--- src/rtl/stage_seq.sv ---
// N-stage multicycle sequencer with stall, trap redirect,
// dwell watchdog and retire/cycle counters.
module stage_seq #(
  parameter int NUM_STAGES = 4,
  parameter int TRAP_STAGE = 1,
  parameter int TIMEOUT    = 255,
  parameter int CNT_W      = 32,
  parameter int IDX_W      =
    (NUM_STAGES > 2) ? $clog2(NUM_STAGES) : 1
) (
  input  logic                  clk_i,
  input  logic                  rst_i,
  input  logic [NUM_STAGES-1:0] stage_ready_i,
  input  logic                  stall_i,
  input  logic                  trap_i,
  output logic [NUM_STAGES-1:0] stage_en_o,
  output logic [IDX_W-1:0]      stage_idx_o,
  output logic                  stage_first_o,
  output logic                  retire_o,
  output logic [CNT_W-1:0]      retire_cnt_o,
  output logic [CNT_W-1:0]      cycle_cnt_o,
  output logic                  timeout_o
);

  localparam int DW =
    (TIMEOUT > 0) ? $clog2(TIMEOUT + 1) : 1;
  localparam logic [IDX_W-1:0] LAST =
    IDX_W'(NUM_STAGES - 1);
  localparam logic [IDX_W-1:0] TRAP_IDX =
    IDX_W'(TRAP_STAGE);
  localparam logic [DW-1:0] TO_LIM =
    DW'(TIMEOUT - 1);
  localparam logic TO_ON = (TIMEOUT != 0);

  logic [IDX_W-1:0] idx_q, idx_d;
  logic             first_q, first_d;
  logic             ret_q, ret_d;
  logic [CNT_W-1:0] rcnt_q, rcnt_d;
  logic [CNT_W-1:0] ccnt_q, ccnt_d;
  logic             to_q, to_d;
  logic [DW-1:0]    dwell_q, dwell_d;
  logic             rdy;

  assign rdy = stage_ready_i[idx_q];

  // Next-state: trap > halted > stall > advance > hold
  always_comb begin
    idx_d   = idx_q;
    first_d = 1'b0;
    ret_d   = 1'b0;
    rcnt_d  = rcnt_q;
    ccnt_d  = ccnt_q + CNT_W'(1);
    to_d    = to_q;
    dwell_d = dwell_q;
    if (trap_i) begin
      idx_d   = TRAP_IDX;
      first_d = 1'b1;
      dwell_d = '0;
      to_d    = 1'b0;
    end else if (to_q) begin
      idx_d = idx_q;
    end else if (stall_i) begin
      idx_d = idx_q;
    end else if (rdy) begin
      first_d = 1'b1;
      dwell_d = '0;
      if (idx_q == LAST) begin
        idx_d  = '0;
        ret_d  = 1'b1;
        rcnt_d = rcnt_q + CNT_W'(1);
      end else begin
        idx_d = idx_q + IDX_W'(1);
      end
    end else begin
      if (dwell_q != '1)
        dwell_d = dwell_q + DW'(1);
      if (TO_ON && dwell_q == TO_LIM)
        to_d = 1'b1;
    end
  end

  // State registers with synchronous reset
  always_ff @(posedge clk_i) begin
    if (rst_i) begin
      idx_q   <= '0;
      first_q <= 1'b1;
      ret_q   <= 1'b0;
      rcnt_q  <= '0;
      ccnt_q  <= '0;
      to_q    <= 1'b0;
      dwell_q <= '0;
    end else begin
      idx_q   <= idx_d;
      first_q <= first_d;
      ret_q   <= ret_d;
      rcnt_q  <= rcnt_d;
      ccnt_q  <= ccnt_d;
      to_q    <= to_d;
      dwell_q <= dwell_d;
    end
  end

  // One-hot enable decoded from registered state only
  always_comb begin
    stage_en_o = '0;
    if (!to_q)
      stage_en_o = NUM_STAGES'(1) << idx_q;
  end

  assign stage_idx_o   = idx_q;
  assign stage_first_o = first_q;
  assign retire_o      = ret_q;
  assign retire_cnt_o  = rcnt_q;
  assign cycle_cnt_o   = ccnt_q;
  assign timeout_o     = to_q;

endmodule

--- config.mk ---
export PLATFORM = sky130hd
export DESIGN_NAME = stage_seq
export DESIGN_NICKNAME = d
export VERILOG_FILES = /design/src/rtl/stage_seq.sv
export SDC_FILE = /design/constraint.sdc
export NUM_CORES = 1
export LEC_CHECK = 0
export CAP_MARGIN = 10
export CORE_MARGIN = 2
export CORE_UTILIZATION = 50
export DETAILED_ROUTE_END_ITERATION = 16
export PLACE_DENSITY = 0.78
export SLEW_MARGIN = 10
export SYNTH_ARGS = -nofsm -noshare
export SYNTH_HDL_FRONTEND = slang
export SYNTH_SLANG_ARGS = --single-unit
--- constraint.sdc ---
create_clock -name clk_i -period 2.55 [get_ports clk_i]
set_input_delay 0.51 -clock clk_i [delete_from_list [all_inputs] [get_ports clk_i]]
set_output_delay 0.51 -clock clk_i [all_outputs]
set_load 0.01 [all_outputs]
==> run summary, run 1 <==
# rows -> 32
Layout cells sized above 1 -> 0.0782
DIE AREA -> 8600 um^2
WL final -> 10100 um
Final worst path period share -> 0.923
Vias -> 3905
Die width -> 92.7 um
HP Class -> flip-flop to flip-flop
Syn-to-layout area delta -> 29.5%
CTS root buf -> clkbuf_8
Share of the synthesized area in the top cell type -> 0.392
CTS Buf Count -> 9
Setup Slack @ Placement -> 0.0496 ns
Syn Area/Cell -> 8.59 um^2
Cts repair resizes -> 0
Max_cap viols -> 0
Ports -> 81
Met1 Usage GRT -> 0.304
Ranking of synthesized cells by area -> dfxtp_1 39%, a21oi_1 5.6%, o31ai_1 5.0%
Initial antenna violation count -> 0
ANT nets after route -> 0
HPWL after detailed placement -> 7020 um
GRT busiest layer -> met2
Yosys reg bits -> 77
Worst skew pair latency -> 0.35 ns
Highest Clock Rate -> 425 MHz
WL per Instance -> 15.8 um
Clk sink count -> 77
GR Layer Usage met3 -> 0.0366
Peak VDD IR -> 0.318 mV
Clock transition at path regs -> 0.09 ns
Setup TNS -> 0 ns
Most frequent cells after synthesis -> 77 x dfxtp_1, 44 x a21oi_1, 35 x nor2_1
Register area share after synthesis -> 0.392
CP max FO -> 8
CTS tree -> done
GR Overflow Total -> 0
H-tree depth reported by CTS -> 3
Most common cell in the netlist -> dfxtp_1
Final setup viols -> 0
Worst Setup Path Type -> flip-flop to primary output
Largest net degree at the start of global routing -> 37
First-pass GRT wire length -> 16900 um
CP required -> 2.04 ns
Iter 0 DRT Violations -> 246
Post-layout minimum cycle time -> 2.35 ns
Final net count -> 549
Fin. Hold Viols -> 0
Cells after Synth -> 458
Starting density of the core -> 0.512
Fill count -> 664
Hold-fix buffer count after cts -> 0
Worst slew margin -> 0.363
GR Util met2 -> 0.408
Synth area leader -> dfxtp_1
Remaining DRCs -> 0
Die Y -> 92.7 um
Gr usage total -> 0.236
Clock buffer depth -> 2
GPL Wtd Cong -> 0.885
Core Region -> 7690 um^2
Slew Limit Fails -> 0
Via-per-instance ratio -> 6.11
Top FF cell, synth -> dfxtp_1
Worst Setup Start Kind -> flip-flop
IO Port Bufs -> 80
Number of synthesized flops with an enable pin -> 0
Synth unique cells -> 48
Syn Nets -> 474
RSZ-0062 raised after global routing -> no
Element type at the critical path end -> primary output
Router iterations before antenna repair -> 5
Worst Max-Slew Pin Slew -> 0.955 ns
Total power -> 0.00253 W
Synth async-reset ratio -> 0
Postcts setup bufs -> 0
Cell Area, Synth -> 3940 um^2
Diodes inserted -> 0
Status -> complete, no violations
Leakage -> 1.62 nW
Power per cell area -> 497 nW/um^2
Final WS setup -> 0.197 ns
Warnings, synthesis -> 0
Vias in the first global route -> 3695
Final Skew -> 0.0158 ns
Arrival time at the worst endpoint -> 1.84 ns
[where the power goes]
part           total (W)  internal, W  switching [W]
Sequential       0.00122      0.00121      0.0000126
Combinational   0.000125    0.0000536      0.0000718
Clock            0.00119     0.000745       0.000443
[cell usage in the layout, fill, tap and decap left out, drive strengths merged, types with 10 or more instances in the layout]
cell type / Yosys / final
clkdlybuf4s50: 0 / 79
dfxtp: 77 / 77
a21oi: 44 / 44
nor2: 35 / 35
nand4: 29 / 29
nand3: 27 / 27
or4: 26 / 26
o31ai: 26 / 26
nand2: 22 / 22
and4: 17 / 17
xor2: 14 / 14
buf: 5 / 12
nor4: 11 / 11
nor2b: 10 / 10
[cell families (layout without fill, tap and decap cells)]
kind of cell,Yosys count,count (layout),share of synthesized area
fa+ha+maj,8,8,0.0254
mux,10,10,0.0305
compound gates,93,93,0.146
xor+xnor,20,20,0.0445
simple gates,218,218,0.331
flops,77,77,0.392
buf+inv,32,111,0.0315
[state kept, by name (all words and copies together) (netlist names)]
signal and count:
cycle_cnt_o 32, dwell_q 8, retire_cnt_o 32, retire_o 1
stage_first_o 1, stage_idx_o 2, timeout_o 1
[stage by stage]
stage	hold WS, ns	cell area (um^2)	cells	utilization
finish	0.501	5100	639	0.663
global route	0.521	5100	639	0.663
floorplan	0.490	3940	458	-
detailed placement	0.481	4840	624	0.629
global placement	0.458	4840	624	0.629
CTS	0.494	5100	639	0.663
[layout make-up]
cell class              count  area [um^2]  share of cell area
clock buffers               9          124              0.0243
clock inverters             6          136              0.0268
inverters                   5         18.8             0.00368
multi-input cells         349         2270               0.445
flip-flops and latches     77         1540               0.302
well taps                 102          128              0.0250
repair buffers             91          878               0.172
[per-layer routing]
layer	part of all wire	wire length (um)
met1	0.45	4520
met2	0.50	5070
met3	0.043	438
met4	0.0054	54
met5	0	0
[path summary, 6_finish.rpt]
kind	to	startpoint	cells past startpoint	slack [ns]
worst max-delay path	stage_en_o[3]	stage_idx_o[1]$_SDFFE_PP0P_	3	0.20
worst min-delay path	cycle_cnt_o[31]$_SDFF_PP0_	cycle_cnt_o[31]$_SDFF_PP0_	2	0.50
worst max register to register	retire_cnt_o[31]$_SDFFE_PP0P_	stage_idx_o[1]$_SDFFE_PP0P_	5	0.27
worst min register to register	cycle_cnt_o[31]$_SDFF_PP0_	cycle_cnt_o[31]$_SDFF_PP0_	2	0.50
[worst max-delay path: stages (launching register included)]
cell             delay [ns]
dfxtp_1                0.52
ha_1                   0.29
nor2b_1                0.15
clkdlybuf4s50_1        0.55
Note: power is estimated with default switching activity, not from simulation.
==> run 2, diff against run 1 <==
- CAP_MARGIN: 10 -> not set
==> results of run 2 <==
The final DEF is identical to that of run 1; final timing and power are the same.
==> run 3, diff against run 2 <==
- CORE_UTILIZATION: 50 -> 30
- MAX_ROUTING_LAYER: not set -> met4
- PLACE_DENSITY: 0.78 -> not set
==> run summary, run 3 (synthesis results as in run 1) <==
Highest Clock Rate -> 420 MHz
Most frequent cells in the layout -> 79 x clkdlybuf4s50_1, 77 x dfxtp_1, 44 x a21oi_1, 35 x nor2_1, 28 x nand4_1
Final net count -> 552
# rows -> 41
Syn-to-layout area delta -> 33.2%
Worst Max-Slew Pin Slew -> 0.885 ns
Final Skew -> 0.00434 ns
Worst path max stage delay -> 0.56 ns
Die Y -> 119 um
Worst Setup Path Type -> flip-flop to primary output
Largest net degree at the start of global routing -> 31
Fin. Hold Viols -> 0
Router iterations before antenna repair -> 4
WL per Instance -> 15.2 um
Cts repair resizes -> 0
Vias in the first global route -> 3673
Commonest non-fill, non-tap cell in the layout -> clkdlybuf4s50_1
CTS tree -> done
Iter 0 DRT Violations -> 205
Final worst path period share -> 0.934
Initial antenna violation count -> 0
Hold-fix buffer count after cts -> 0
Status -> complete, no violations
Layout cells sized above 1 -> 0.0813
CP required -> 2.04 ns
Fill count -> 1330
Critical-path cell list -> ha_1 -> nor2b_1 -> clkdlybuf4s50_1
Starting density of the core -> 0.309
Core Region -> 12700 um^2
Worst Setup Start Kind -> flip-flop
Remaining DRCs -> 0
CTS root buf -> clkbuf_16
WL final -> 10900 um
CTS Buf Count -> 9
Worst hold path depth -> 2
HPWL after detailed placement -> 7660 um
Fin util -> 0.412
Leakage -> 1.65 nW
Diodes inserted -> 0
CP max FO -> 8
Slowest CP cell -> clkdlybuf4s50_1
HP Class -> flip-flop to flip-flop
Post-layout minimum cycle time -> 2.38 ns
GR Overflow Total -> 0
ANT nets after route -> 0
Power per cell area -> 503 nW/um^2
RSZ-0062 raised after global routing -> no
Worst Reg-to-Reg Cells -> 5
Postcts setup bufs -> 0
Final setup viols -> 0
GPL Wtd Cong -> 0.873
R2r setup slk -> 0.30 ns
Element type at the critical path end -> primary output
Worst skew pair latency -> 0.33 ns
H-tree depth reported by CTS -> 3
Setup TNS -> 0 ns
Die width -> 119 um
Peak VDD IR -> 0.299 mV
First-pass GRT wire length -> 17900 um
IO Port Bufs -> 80
Clk sink count -> 77
Vias -> 3925
Max_cap viols -> 0
Gr usage total -> 0.160
Ports -> 81
Clock buffer depth -> 2
DIE AREA -> 14000 um^2
Clock transition at path regs -> 0.06 ns
Worst slew margin -> 0.410
Slew Limit Fails -> 0
Arrival time at the worst endpoint -> 1.87 ns
Via-per-instance ratio -> 5.50
[run 3: final cells by class]
| class | instances | area (um^2) | area share |
|---|---|---|---|
| clock inverter | 4 | 47.5 | 0.00907 |
| timing repair buffer | 94 | 901 | 0.172 |
| sequential | 77 | 1540 | 0.294 |
| clock buffer | 12 | 246 | 0.0470 |
| multi-input combinational | 349 | 2270 | 0.433 |
| inverter | 5 | 18.8 | 0.00358 |
| tap | 172 | 215 | 0.0411 |
[run 3: report_power, final]
part	switching, W	internal (W)
combinational	0.0000758	0.0000577
sequential	0.0000130	0.00121
clock	0.000499	0.000782
total	0.000588	0.00205
[run 3: path summary, 6_finish.rpt]
kind                                from                            end
max          stage_idx_o[1]$_SDFFE_PP0P_                  stage_en_o[3]
min           cycle_cnt_o[31]$_SDFF_PP0_     cycle_cnt_o[31]$_SDFF_PP0_
max reg2reg  stage_idx_o[1]$_SDFFE_PP0P_  retire_cnt_o[31]$_SDFFE_PP0P_
min reg2reg   cycle_cnt_o[31]$_SDFF_PP0_     cycle_cnt_o[31]$_SDFF_PP0_
[run 3: worst max-delay path, delay by kind of cell (launching register included)]
kind	cells	cell delay [ns]
adder cells (fa/ha/maj)	1	0.30
flip-flops	1	0.52
AND/OR/NAND/NOR	1	0.16
buffers and inverters	1	0.56
[run 3: metrics by stage]
stage	instance area, um^2	total power, W	instances	setup WS [ns]	hold WS (ns)
after floorplan	3940	0.00132	458	0.514	0.490
after global placement	4950	0.00138	697	0.152	0.463
after detailed placement	4950	0.00138	697	0.0552	0.467
after CTS	5240	0.00267	713	0.164	0.476
after global routing	5240	0.00274	713	0.0614	0.512
final	5240	0.00264	713	0.168	0.474
[run 3: metal layers]
metal | vias to the layer above | GRT usage | share of wire
li1 | 1922 | - | -
met1 | 1905 | 0.196 | 0.46
met2 | 92 | 0.246 | 0.47
met3 | 6 | 0.0545 | 0.055
met4 | 0 | 0.0558 | 0.0097
met5 | - | - | 0
==> patch 1: new RTL, flow settings as in run 2 <==
Change the parameter `TIMEOUT` from 255 to 510.
--- a/src/rtl/stage_seq.sv
+++ b/src/rtl/stage_seq.sv
@@ -3,7 +3,7 @@
 module stage_seq #(
   parameter int NUM_STAGES = 4,
   parameter int TRAP_STAGE = 1,
-  parameter int TIMEOUT    = 255,
+  parameter int TIMEOUT    = 510,
   parameter int CNT_W      = 32,
   parameter int IDX_W      =
     (NUM_STAGES > 2) ? $clog2(NUM_STAGES) : 1
Function: same outputs for any inputs over 10 cycles, from zero or initial values and one cycle with rst_i high; that may be too few to reach the edited logic, so the function may still have changed.
==> patch 1 against run 2 <==
- non-clock buffer count rose by 1
- synthesized area decreased by 1.1%
- sequential cell count grew 1
- total power decreased by 11%
- core utilization decreased by 1.2 points
- routed wire length shrank 8.5%
- final area is 2.3% lower
- setup slack gained 0.067 ns
- critical path type unchanged
- critical endpoint unchanged
- largest power group unchanged
==> patch 1: results (changes against run 2) <==
Outcome
  – Status: finished, final reports clean

Critical path
  – Worst EP arrival: 1.78 ns (-0.06 ns)
  – Crit-path max cell delay: 0.54 ns
  – Worst-path maximum fanout: 8 (unchanged)
  – Slowest CP cell: clkdlybuf4s50_1

Timing
  – Rel. slew slack: 0.646 (+0.283)
  – Clock skew: 0.0114 ns (-0.00441 ns)

Global routing
  – Gr busiest metal: met2
  – Total track usage: 0.220 (-0.0154)
  – Met3 usage: 0.0353 (-0.00128)
  – First-pass GRT wire length: 15500 µm (-8.0%)
  – Number of global-route vias before repair: 3365 (-8.9%)
  – Met2 Use GR: 0.379 (-0.0295)
  – Initial antenna violation count: 0 (unchanged)
  – Largest net degree at the start of global routing: 43 (+16%)
  – Global Route met1 Usage: 0.284 (-0.0198)

CTS
  – Post-CTS resize count: 0 (unchanged)
  – Clock buffer depth: 2 (unchanged)
  – Root Buffer: clkbuf_8
  – Total CTS buffers: 9 (unchanged)
  – Reg clk slew, reported paths: 0.08 ns
  – Post-CTS setup buffer count: 0 (unchanged)
  – Worst skew pair latency: between 0.3 and 0.4 ns
  – H-tree lvl count: 3 (unchanged)

Min path
  – Hold Crit Class: reg -> reg

Synthesis
  – Most used flip-flop cell after synthesis: dfxtp_1
  – Commonest cells post-synth: dfxtp_1 (78), a21oi_1 (42), nor2_1 (41)
  – Post-synthesis net count: 473 (-0.21%)
  – Post-synthesis cell type count: 42 (-13%)
  – Synth area leaders: dfxtp_1 (40%), a21oi_1 (5.4%), or4_1 (5.0%)
  – Sequential fraction of the synthesis area: 0.401 (+0.00955)
  – Avg Synthesized Cell Area: 8.53 µm² (-0.68%)
  – Async SR Flop Fraction: 0 (unchanged)
  – Yosys warns: 0 (unchanged)

Detailed routing
  – Drt via density: 5.87 (-3.9%)
  – Drt first pass iters: 4 (-1)
  – Total Routed Length: 9230 µm (-8.5%)
  – Wirelength per Cell: 14.5 µm (-8.3%)
  – First DRT Iteration DRCs: 153 (-38%)
  – # DRC: 0 (unchanged)

Power
  – Cell Int Power: 0.00173 W (-14%)
  – Peak supply drop: 0.337 mV (+5.7%)
  – Leakage: 1.63 nW (+0.75%)

Finish
  – Number of diodes: 0 (unchanged)
  – Layout cells sized above 1: 0.0802 (+0.00201)
  – Fin nets: 548 (-0.18%)
  – Fillers: 644 (-3.0%)

Placement
  – Port bufs: 80 (unchanged)
  – Global placer's final weighted congestion: 0.864 (-2.4%)
  – Place WS: 0.0212 ns (-0.0285 ns)
  – Hpwl dp: 6540 µm (-6.8%)
  – # placed instances: 622 (-0.32%)
patch 1: area by class of cell:
cell class	count	area share
clock buffers	11	0.0264
well taps	102	0.0256
inverters	6	0.00452
multi-input cells	344	0.440
flip-flops and latches	78	0.314
clock inverters	5	0.0121
repair buffers	92	0.178
patch 1: per-stage QoR:
stage                      util  area [µm²]
after floorplan               -        3890
after global placement    0.626        4790
after detailed placement  0.626        4790
after CTS                 0.651        4980
after global routing      0.651        4980
final                     0.651        4980
patch 1: logic make-up after synthesis:
group / count (synthesis) / share of synthesized area
flip-flops: 78 / 0.401
adder cells (fa/ha/maj): 9 / 0.0289
AND/OR/NAND/NOR: 214 / 0.315
AO/OA/AOI/OAI: 89 / 0.137
multiplexers: 11 / 0.0338
XOR/XNOR: 21 / 0.0473
buffers and inverters: 34 / 0.0360
patch 1: critical path: cells and delay by family, from the launching register on:
kind / cells / cell delay (ns)
flops: 1 / 0.50
buf+inv: 1 / 0.54
simple gates: 1 / 0.15
fa+ha+maj: 1 / 0.25
patch 1: metal layers:
metal	up-vias	share of wire
li1	1853	-
met2	96	0.49
met4	0	0.0096
met1	1790	0.46
met5	-	0
met3	8	0.043
patch 1: path summary, 6_finish.rpt:
path	startpoint	endpoint	slack, ns	cells after the start
hold reg to reg	cycle_cnt_o[0]	cycle_cnt_o[0]	0.48	1
hold / removal	cycle_cnt_o[0]	cycle_cnt_o[0]	0.48	1
setup reg to reg	dwell_q[2]	dwell_q[7]	0.32	8
setup / recovery	stage_idx_o[0]	stage_en_o[3]	0.26	3
patch 1: power by group through the flow:
stage,registers [W],logic [W],clock network (W)
2_1_floorplan,0.00126,0.0000671,0
4_1_cts,0.00123,0.000125,0.000920
3_5_place_dp,0.00126,0.000124,0
3_3_place_gp,0.00126,0.000122,0
6_report,0.00123,0.000124,0.000898
5_1_grt,0.00124,0.000137,0.000980
==> patch 2: new RTL, flow settings as in run 2 <==
Without the edit above. Put one more register stage on the output `retire_cnt_o`, without a reset. The value now appears one clock later. The other outputs are not delayed to match.
--- a/src/rtl/stage_seq.sv
+++ b/src/rtl/stage_seq.sv
@@ -110,7 +110,9 @@
   assign stage_idx_o   = idx_q;
   assign stage_first_o = first_q;
   assign retire_o      = ret_q;
-  assign retire_cnt_o  = rcnt_q;
+  always_ff @(posedge clk_i) begin
+    retire_cnt_o <= rcnt_q;
+  end
   assign cycle_cnt_o   = ccnt_q;
   assign timeout_o     = to_q;
 
Function: changed (Yosys sat finds a counterexample within 10 cycles, from zero or initial values and one cycle with rst_i high).
==> patch 2 against run 2 <==
- first-iteration DRC count decreased by 43%
- sequential power rose by 41%
- combinational power down 14%
- final area up 6.1%
- via count is 8.9% lower
- total power increased by 14%
- die area increased by 8.6%
- routed wire length is 9.7% lower
- sequential share of layout area is 10 points higher
- setup slack better by 0.065 ns
- synthesized area up 9.0%
- sequential cell count up 32
- largest cell class is now registers
==> patch 2: results (changes against run 2) <==
Outcome
  – Status: finished, final reports clean

Timing
  – Slew of the pin with the lowest slew margin: 0.641 ns (-0.315 ns)
  – Final WS setup: 0.263 ns (+0.0653 ns)
  – Clock skew: 0.0105 ns (-0.00524 ns)

Synthesis
  – Post-synthesis net count: 479 (+1.1%)
  – Synth Area in XOR/XNOR: 0.0796 (+0.0351)
  – Commonest cells post-synth: dfxtp_1 (109), nor2_1 (55), nand2_1 (31)
  – Top cell type's share of synthesized area: 0.509 (+0.117)
  – Post-synthesis mux area share: 0.0102 (-0.0203)
  – Sequential fraction of the synthesis area: 0.509 (+0.117)
  – Compound-Gate Fraction of Synth Area: 0.0700 (-0.0756)
  – Synth Area in Adders: 0.0233 (-0.00211)

Global routing
  – Met3 usage: 0.0383 (+0.00168)
  – First-pass GRT wire length: 15700 µm (-6.9%)
  – Total track usage: 0.196 (-0.0398)
  – Number of global-route vias before repair: 3448 (-6.7%)
  – Met2 Use GR: 0.327 (-0.0812)
  – Global Route met1 Usage: 0.254 (-0.0501)

Detailed routing
  – Met3 wire length: 377 µm (-14%)
  – Routed length on met1: 4130 µm (-8.7%)
  – First DRT Iteration DRCs: 140 (-43%)
  – Drt via density: 5.41 (-11%)
  – Total Routed Length: 9100 µm (-9.7%)
  – DR WL met2: 4480 µm (-12%)

Placement
  – Hpwl dp: 6540 µm (-6.8%)
  – # placed instances: 641 (+2.7%)

Critical path
  – Worst EP arrival: 1.78 ns (-0.06 ns)
  – CP Capture Point: stage_en_o[0]
  – R2R Path End: rcnt_q[22]
  – Worst reg2reg setup slack: 0.38 ns (+0.11 ns)
  – R2R Path Start: stage_idx_o[0]
  – Worst-path maximum fanout: 6 (-2)

Power
  – Peak supply drop: 0.261 mV (-18%)
  – Leakage: 1.77 nW (+9.5%)

Finish
  – Fin nets: 563 (+2.6%)
  – Layout cells sized above 1: 0.0743 (-0.00394)
==> patch 2: cell types whose count changed in the layout (fill, tap and decap cells not counted), moves of 11 or more <==
cell | before | now
dfxtp_1 | 77 | 109
xnor2_1 | 6 | 23
or3_1 | 7 | 18
nor3_1 | 7 | 18
a21oi_1 | 44 | 28
nor2_1 | 35 | 55
or4_1 | 26 | 7
o31ai_1 | 26 | 6
==> patch 2: power groups by stage <==
stage / registers, W / clock network (W) / logic (W)
6_report: 0.00172 / 0.00106 / 0.000107
5_1_grt: 0.00172 / 0.00115 / 0.000117
4_1_cts: 0.00172 / 0.00108 / 0.000107
3_5_place_dp: 0.00176 / 0 / 0.000106
3_3_place_gp: 0.00176 / 0 / 0.000104
2_1_floorplan: 0.00176 / 0 / 0.0000541
==> patch 2: critical path: stages (launching register included) <==
cell,delay (ns)
dfxtp_1,0.47
inv_1,0.13
ha_1,0.20
nor2b_1,0.13
clkdlybuf4s50_1,0.50
==> patch 2: how the worst min path moves through the flow <==
stage / from / endpoint / slack (ns) / cells past startpoint
2_1_floorplan: rcnt_q[31] / retire_cnt_o[31] / 0.34 / 0
3_3_place_gp: rcnt_q[31] / retire_cnt_o[31] / 0.35 / 0
3_5_place_dp: rcnt_q[31] / retire_cnt_o[31] / 0.36 / 0
4_1_cts: rcnt_q[31] / retire_cnt_o[31] / 0.37 / 0
5_1_grt: rcnt_q[31] / retire_cnt_o[31] / 0.40 / 0
6_report: rcnt_q[31] / retire_cnt_o[31] / 0.37 / 0
==> patch 2: final cells by class <==
type | instances | area [µm²]
clock buffers | 9 | 124
clock inverters | 7 | 82.6
fillers | 686 | 2850
inverters | 11 | 41.3
multi-input cells | 325 | 1970
flip-flops and latches | 109 | 2180
well taps | 105 | 131
repair buffers | 91 | 878
